File: src/rtl/eth_fifo_tx_reader.sv
// eth_fifo_tx_reader
//   Drain side of eth_fifo. Pops DATA_WIDTH-bit words from the FIFO and
//   serialises them into a byte stream, least-significant byte first. A frame
//   of frame_len bytes is requested with a start pulse. tx_last marks the
//   final byte. Sits between eth_fifo and the byte-wide MAC transmit path.
//
// Ports
//   clk        : clock; all logic runs on the rising edge
//   reset      : asynchronous, active-low reset
//   start      : frame request pulse; sampled only in IDLE
//   frame_len  : frame length in bytes; latched together with start
//   abort      : synchronous abort of the current frame; has priority over start
//   fifo_data  : head word of eth_fifo; valid while fifo_empty=0
//   fifo_empty : eth_fifo empty flag
//   fifo_read  : one-cycle pop strobe to eth_fifo
//   tx_data    : output byte
//   tx_valid   : tx_data is valid
//   tx_ready   : sink accepts the byte when tx_valid & tx_ready
//   tx_last    : qualifies the final byte of the frame
//   busy       : high in every state except IDLE
//   done       : one-cycle pulse after the last byte is accepted
//   underrun   : one-cycle pulse when the frame is dropped because the FIFO
//                stayed empty for too long
//   fsm_state  : current FSM state (0=IDLE, 1=FETCH, 2=SEND), for observation
//
// Handshake: a byte transfers on a rising edge where tx_valid and tx_ready are
// both high. While tx_valid is high and tx_ready is low, tx_data and tx_last
// stay unchanged. tx_valid never drops without a transfer, except on abort or
// reset.

module eth_fifo_tx_reader #(
  parameter int DATA_WIDTH = 32,
  parameter int LEN_WIDTH  = 16,
  parameter int TIMEOUT    = 16
) (
  input  logic                  clk,
  input  logic                  reset,
  input  logic                  start,
  input  logic [LEN_WIDTH-1:0]  frame_len,
  input  logic                  abort,
  input  logic [DATA_WIDTH-1:0] fifo_data,
  input  logic                  fifo_empty,
  output logic                  fifo_read,
  output logic [7:0]            tx_data,
  output logic                  tx_valid,
  input  logic                  tx_ready,
  output logic                  tx_last,
  output logic                  busy,
  output logic                  done,
  output logic                  underrun,
  output logic [1:0]            fsm_state
);

  localparam int BYTES  = DATA_WIDTH / 8;
  localparam int IDX_W  = (BYTES > 1) ? $clog2(BYTES) : 1;
  localparam int WAIT_W = $clog2(TIMEOUT + 1);

  typedef enum logic [1:0] {
    IDLE  = 2'd0,
    FETCH = 2'd1,
    SEND  = 2'd2
  } state_t;

  state_t                state;
  logic [LEN_WIDTH-1:0]  remaining;
  logic [DATA_WIDTH-1:0] shift;
  logic [IDX_W-1:0]      byte_idx;
  logic [WAIT_W-1:0]     wait_cnt;
  logic                  done_q;
  logic                  underrun_q;

  // The pop strobe has to be combinational. The word must be consumed in the
  // same cycle it is loaded, which gives the 2-cycle start-to-valid latency.
  // Abort suppresses the pop so that no word is lost from the FIFO.
  assign fifo_read = (state == FETCH) && !fifo_empty && !abort;

  assign tx_valid  = (state == SEND);
  assign tx_data   = shift[7:0];
  assign tx_last   = (state == SEND) && (remaining == LEN_WIDTH'(1));
  assign busy      = (state != IDLE);
  assign done      = done_q;
  assign underrun  = underrun_q;
  assign fsm_state = state;

  always_ff @(posedge clk or negedge reset) begin
    if (!reset) begin
      state      <= IDLE;
      remaining  <= '0;
      shift      <= '0;
      byte_idx   <= '0;
      wait_cnt   <= '0;
      done_q     <= 1'b0;
      underrun_q <= 1'b0;
    end else begin
      done_q     <= 1'b0;
      underrun_q <= 1'b0;
      if (abort) begin
        state    <= IDLE;
        wait_cnt <= '0;
      end else begin
        case (state)
          IDLE: begin
            if (start) begin
              remaining <= frame_len;
              byte_idx  <= '0;
              wait_cnt  <= '0;
              if (frame_len == '0) begin
                done_q <= 1'b1;
              end else begin
                state <= FETCH;
              end
            end
          end

          FETCH: begin
            if (!fifo_empty) begin
              shift    <= fifo_data;
              byte_idx <= '0;
              wait_cnt <= '0;
              state    <= SEND;
            end else if (wait_cnt == WAIT_W'(TIMEOUT - 1)) begin
              // This is the TIMEOUT-th consecutive empty cycle.
              underrun_q <= 1'b1;
              wait_cnt   <= '0;
              state      <= IDLE;
            end else begin
              wait_cnt <= wait_cnt + WAIT_W'(1);
            end
          end

          SEND: begin
            if (tx_ready) begin
              remaining <= remaining - LEN_WIDTH'(1);
              shift     <= shift >> 8;
              byte_idx  <= byte_idx + IDX_W'(1);
              if (remaining == LEN_WIDTH'(1)) begin
                // The rest of the current word is discarded.
                done_q <= 1'b1;
                state  <= IDLE;
              end else if (byte_idx == IDX_W'(BYTES - 1)) begin
                state <= FETCH;
              end
            end
          end

          default: state <= IDLE;
        endcase
      end
    end
  end

endmodule

File: config.mk
export PLATFORM = sky130hd
export DESIGN_NAME = eth_fifo_tx_reader
export DESIGN_NICKNAME = d
export VERILOG_FILES = /design/src/rtl/eth_fifo_tx_reader.sv
export SDC_FILE = /design/constraint.sdc
export NUM_CORES = 1
export LEC_CHECK = 0
export BUFFER_PORTS_ARGS = -buffer_cell sky130_fd_sc_hd__buf_2
export CORE_ASPECT_RATIO = 0.8
export CORE_MARGIN = 2
export CORE_UTILIZATION = 54
export CTS_CLUSTER_SIZE = 16
export DETAILED_ROUTE_END_ITERATION = 10
export MAX_ROUTING_LAYER = met4
export PLACE_DENSITY = 0.8
export SETUP_SLACK_MARGIN = 0.02
export SLEW_MARGIN = 20
export SYNTH_ARGS = -nofsm -noshare
export SYNTH_HDL_FRONTEND = slang
export SYNTH_SLANG_ARGS = --single-unit
File: constraint.sdc
create_clock -name clk -period 2.6 [get_ports clk]
set_input_delay 0.52 -clock clk [delete_from_list [all_inputs] [get_ports clk]]
set_output_delay 0.52 -clock clk [all_outputs]
set_load 0.05 [all_outputs]
==> flow_summary_export.csv <==
group,metric,value,unit
floorplan,initial_core_util,56.4,%
worst_setup_path,crit_arrival,1990,ps
sta,period_needed,2510,ps
worst_setup_path,path_max_fanout,5,
synth,synth_seq_area_share,47.7,%
clock_network,cts_tree,"done",
layout,nNetsFinal,474,
pwr,p_seq_share,38.0,%
layout,final_cell_area,3670,um^2
synth,synth_area,3100,um^2
clock_network,cts.path.max_buffers,2,
layout,drive_above_1_share,23.4,%
sta,setup_tns,0,ps
pwr,peakVddDrop,770,uV
run_status,outcome,"finished, final reports clean",
global_routing,use_met3,5.99,%
sta,whs,211,ps
worst_setup_path,crit_start,"remaining[8]",
synth,ys_seq_elements,59,
global_routing,grt.busiest_layer,"met2",
drt,drc,0,
synth,yosysUniqueCellTypes,45,
worst_setup_path,crit_path_end_kind,"primary output",
drt,antenna_left,0,
drt,viasPerCell,5.65,
layout,fillers,462,
clock_network,h-tree-depth,3,
clock_network,cts_resized,1,
drt,wl,7200,um
sta,rsz0062_at_grt,"false",
floorplan,rows,24,
synth,synth_xor_area_share,0,%
global_routing,antenna_found_initial,0,
synth,synth_edf_count,0,
placement,io_buffers,69,
sta,setup-violations-final,0,
floorplan,fp.dieArea,6360,um^2
synth,synthTopCellsByArea,"dfrtp_1 48%, nand2_1 8.0%, nor2_1 5.6%, a31oi_1 5.3%, a21oi_1 3.4%",
synth,synth_top_cell_area_share,47.7,%
clock_network,path_clk_slew,60,ps
sta,fmax,398,MHz
global_routing,use_met1,34.6,%
clock_network,cts_made_buffers,9,
worst_setup_path,critical_path_class,"reg2out",
drt,routedWlPerCell,14.5,um
global_routing,grt_pass1_wl,12100,um
clock_network,cts.sinks,59,
sta,slew_headroom,56.9,%
sta,worst_slew_pin_slew,647,ps
synth,ys_async_sr_fraction,100,%
worst_setup_path,path_cells,"or4_4, nor3_4, nand3b_2, nor2_1, buf_4",
floorplan,core,5500,um^2
pwr,p_leak,1.68,nW
clock_network,clock_latency,330,ps
global_routing,grt_max_degree,42,
clock_network,root_buffer,"clkbuf_8",
synth,synth_warnings,0,
synth,synth_top_family_by_area,"simple AND/OR/NAND/NOR gates",
synth,syn-num-nets,419,
worst_setup_path,cp_top_family,"simple AND/OR/NAND/NOR gates",
pwr,combPwrFrac,42.3,%
synth,synth_area_leader_cell,"dfrtp_1",
synth,avgSynthCellArea,8.58,um^2
synth,yosys.area_share.simple,23.0,%
placement,place_area,3470,um^2
synth,synthMuxAreaShare,0.687,%
worst_setup_path,critical_path.startpoint_type,"register",
placement,gp_congestion,0.868,
placement,dp.final_hpwl,5080,um
worst_setup_path,worstPathRequired,2080,ps
sta,report.final.slew_viol_count,0,
drt,first_pass_iters,4,
worst_setup_path,critPathBufInv,1,
layout,area_growth,18.6,%
sta,hold_violations,0,
sta,layout_setup_ws,85.6,ps
clock_network,ctsHoldBuffers,0,
pwr,pwr_density_cell,1170,nW/um^2
worst_setup_path,cpMaxStageDelayCell,"or4_4",
pwr,total_power,4.30,mW
clock_network,post_cts_buffers,0,
pwr,internal_power,2.46,mW
sta,finalCritPeriodShare,96.7,%
pwr,switching_share,42.8,%
worst_setup_path,cpPeakStageDelay,570,ps
synth,synth_flop_cell,"dfrtp_1",
synth,synth_compound_area_share,21.1,%
global_routing,grtUsageMet2,35.6,%
synth,syn_inst,361,
layout,diodes,0,
drt,drtIter0Drc,178,
global_routing,grtUsageTotal,25.0,%
global_routing,grt-ovfl-total,0,
worst_setup_path,r2r-start,"remaining[8]",
run,maxCapViolCount,0,
synth,synthAdderAreaFrac,1.62,%
sta,finalClockSkew,4.44,ps
pwr,p_clk_share,19.7,%
pwr,p_switching,1.84,mW
global_routing,grt_pass1_vias,2677,
hold_path,hold_path.class,"in2async",
floorplan,die_w,88.7,um
placement,dp_slack,387,ps
floorplan,die_y,71.7,um
floorplan,io_pins,70,
drt,dr_total_vias,2806,
## cell type report
| class | count | area, um^2 | area share, % |
|---|---|---|---|
| clock buffer | 12 | 165 | 4.50 |
| inverter | 8 | 30.0 | 0.817 |
| tap | 78 | 97.6 | 2.66 |
| sequential | 59 | 1480 | 40.2 |
| timing repair buffer | 76 | 425 | 11.6 |
| multi-input combinational | 262 | 1440 | 39.3 |
| clock inverter | 2 | 35.0 | 0.954 |
## registers in the layout (all words and copies together), names as in the netlist
name	flops
fsm_state	2
wait_cnt	5
byte_idx	2
remaining	16
done	1
shift	32
underrun	1
## through the flow
step	util (%)	cells
2_1_floorplan	-	361
3_3_place_gp	63.2	483
3_5_place_dp	63.2	483
4_1_cts	66.8	497
5_1_grt	66.8	497
6_report	66.8	497
## placed cells by master, fill, tap and decap left out, types with 2 or more instances in the layout
cell type,instances
o21bai_1,3
nor3_1,9
nand4b_1,2
or4_1,2
o21ai_0,14
buf_4,6
buf_2,68
a2bb2oi_1,5
nand2_1,66
a22oi_1,3
or4_4,2
nand4_1,2
o22ai_1,7
nand2b_1,3
ha_1,4
nor3b_1,3
buf_12,2
nor2_1,45
nand3_1,7
clkbuf_8,12
inv_1,8
a31oi_1,26
nor4_1,4
and2_1,2
dfrtp_1,59
a21oi_1,21
a32oi_1,2
a22o_1,9
nor2b_1,4
## cells by family (layout without fill, tap and decap cells)
kind of cell | Yosys count | in the layout
adders and majority gates | 4 | 4
muxes | 2 | 2
and+or+nand+nor | 156 | 156
AOI/OAI and AO/OA | 100 | 100
buffers and inverters | 40 | 98
DFF | 59 | 59
## Yosys cell counts, types with 3 or more instances
| master | n |
|---|---|
| a21oi_1 | 21 |
| dfrtp_1 | 59 |
| o22ai_1 | 7 |
| o21ai_0 | 14 |
| nor4_1 | 4 |
| nor2b_1 | 4 |
| buf_2 | 4 |
| a2bb2oi_1 | 5 |
| buf_1 | 6 |
| o21bai_1 | 3 |
| a31oi_1 | 26 |
| ha_1 | 4 |
| a22oi_1 | 3 |
| nand2b_1 | 3 |
| nand3_1 | 7 |
| a22o_1 | 9 |
| buf_4 | 8 |
| nand2_1 | 66 |
| nor3_1 | 9 |
| nor2_1 | 46 |
| inv_1 | 8 |
| nor3b_1 | 3 |
| clkbuf_1 | 14 |
## power by group through the flow
| stage | clock (mW) | combinational (mW) | sequential, mW |
|---|---|---|---|
| after CTS | 0.861 | 1.82 | 1.63 |
| after global routing | 0.892 | 2.02 | 1.69 |
| after detailed placement | 0 | 1.81 | 1.64 |
| after global placement | 0 | 1.77 | 1.62 |
| after floorplan | 0 | 1.49 | 1.58 |
| final | 0.847 | 1.82 | 1.63 |
## worst paths after layout
path | endpoint | slack [ps] | depth (start not counted)
worst max-delay path | tx_last | 90 | 5
worst min-delay path | wait_cnt[0] | 210 | 1
worst max register to register | fsm_state[0] | 570 | 5
worst min register to register | wait_cnt[4] | 480 | 1
max in group asynchronous | shift[6] | 1790 | 2
min in group clk | shift[30] | 410 | 2
## routing by layer
layer | wire length (um) | up-vias
met5 | 0 | -
met4 | 85 | 0
li1 | - | 1382
met1 | 3470 | 1317
met2 | 3250 | 95
met3 | 398 | 12
(Power assumes the default switching activity.)
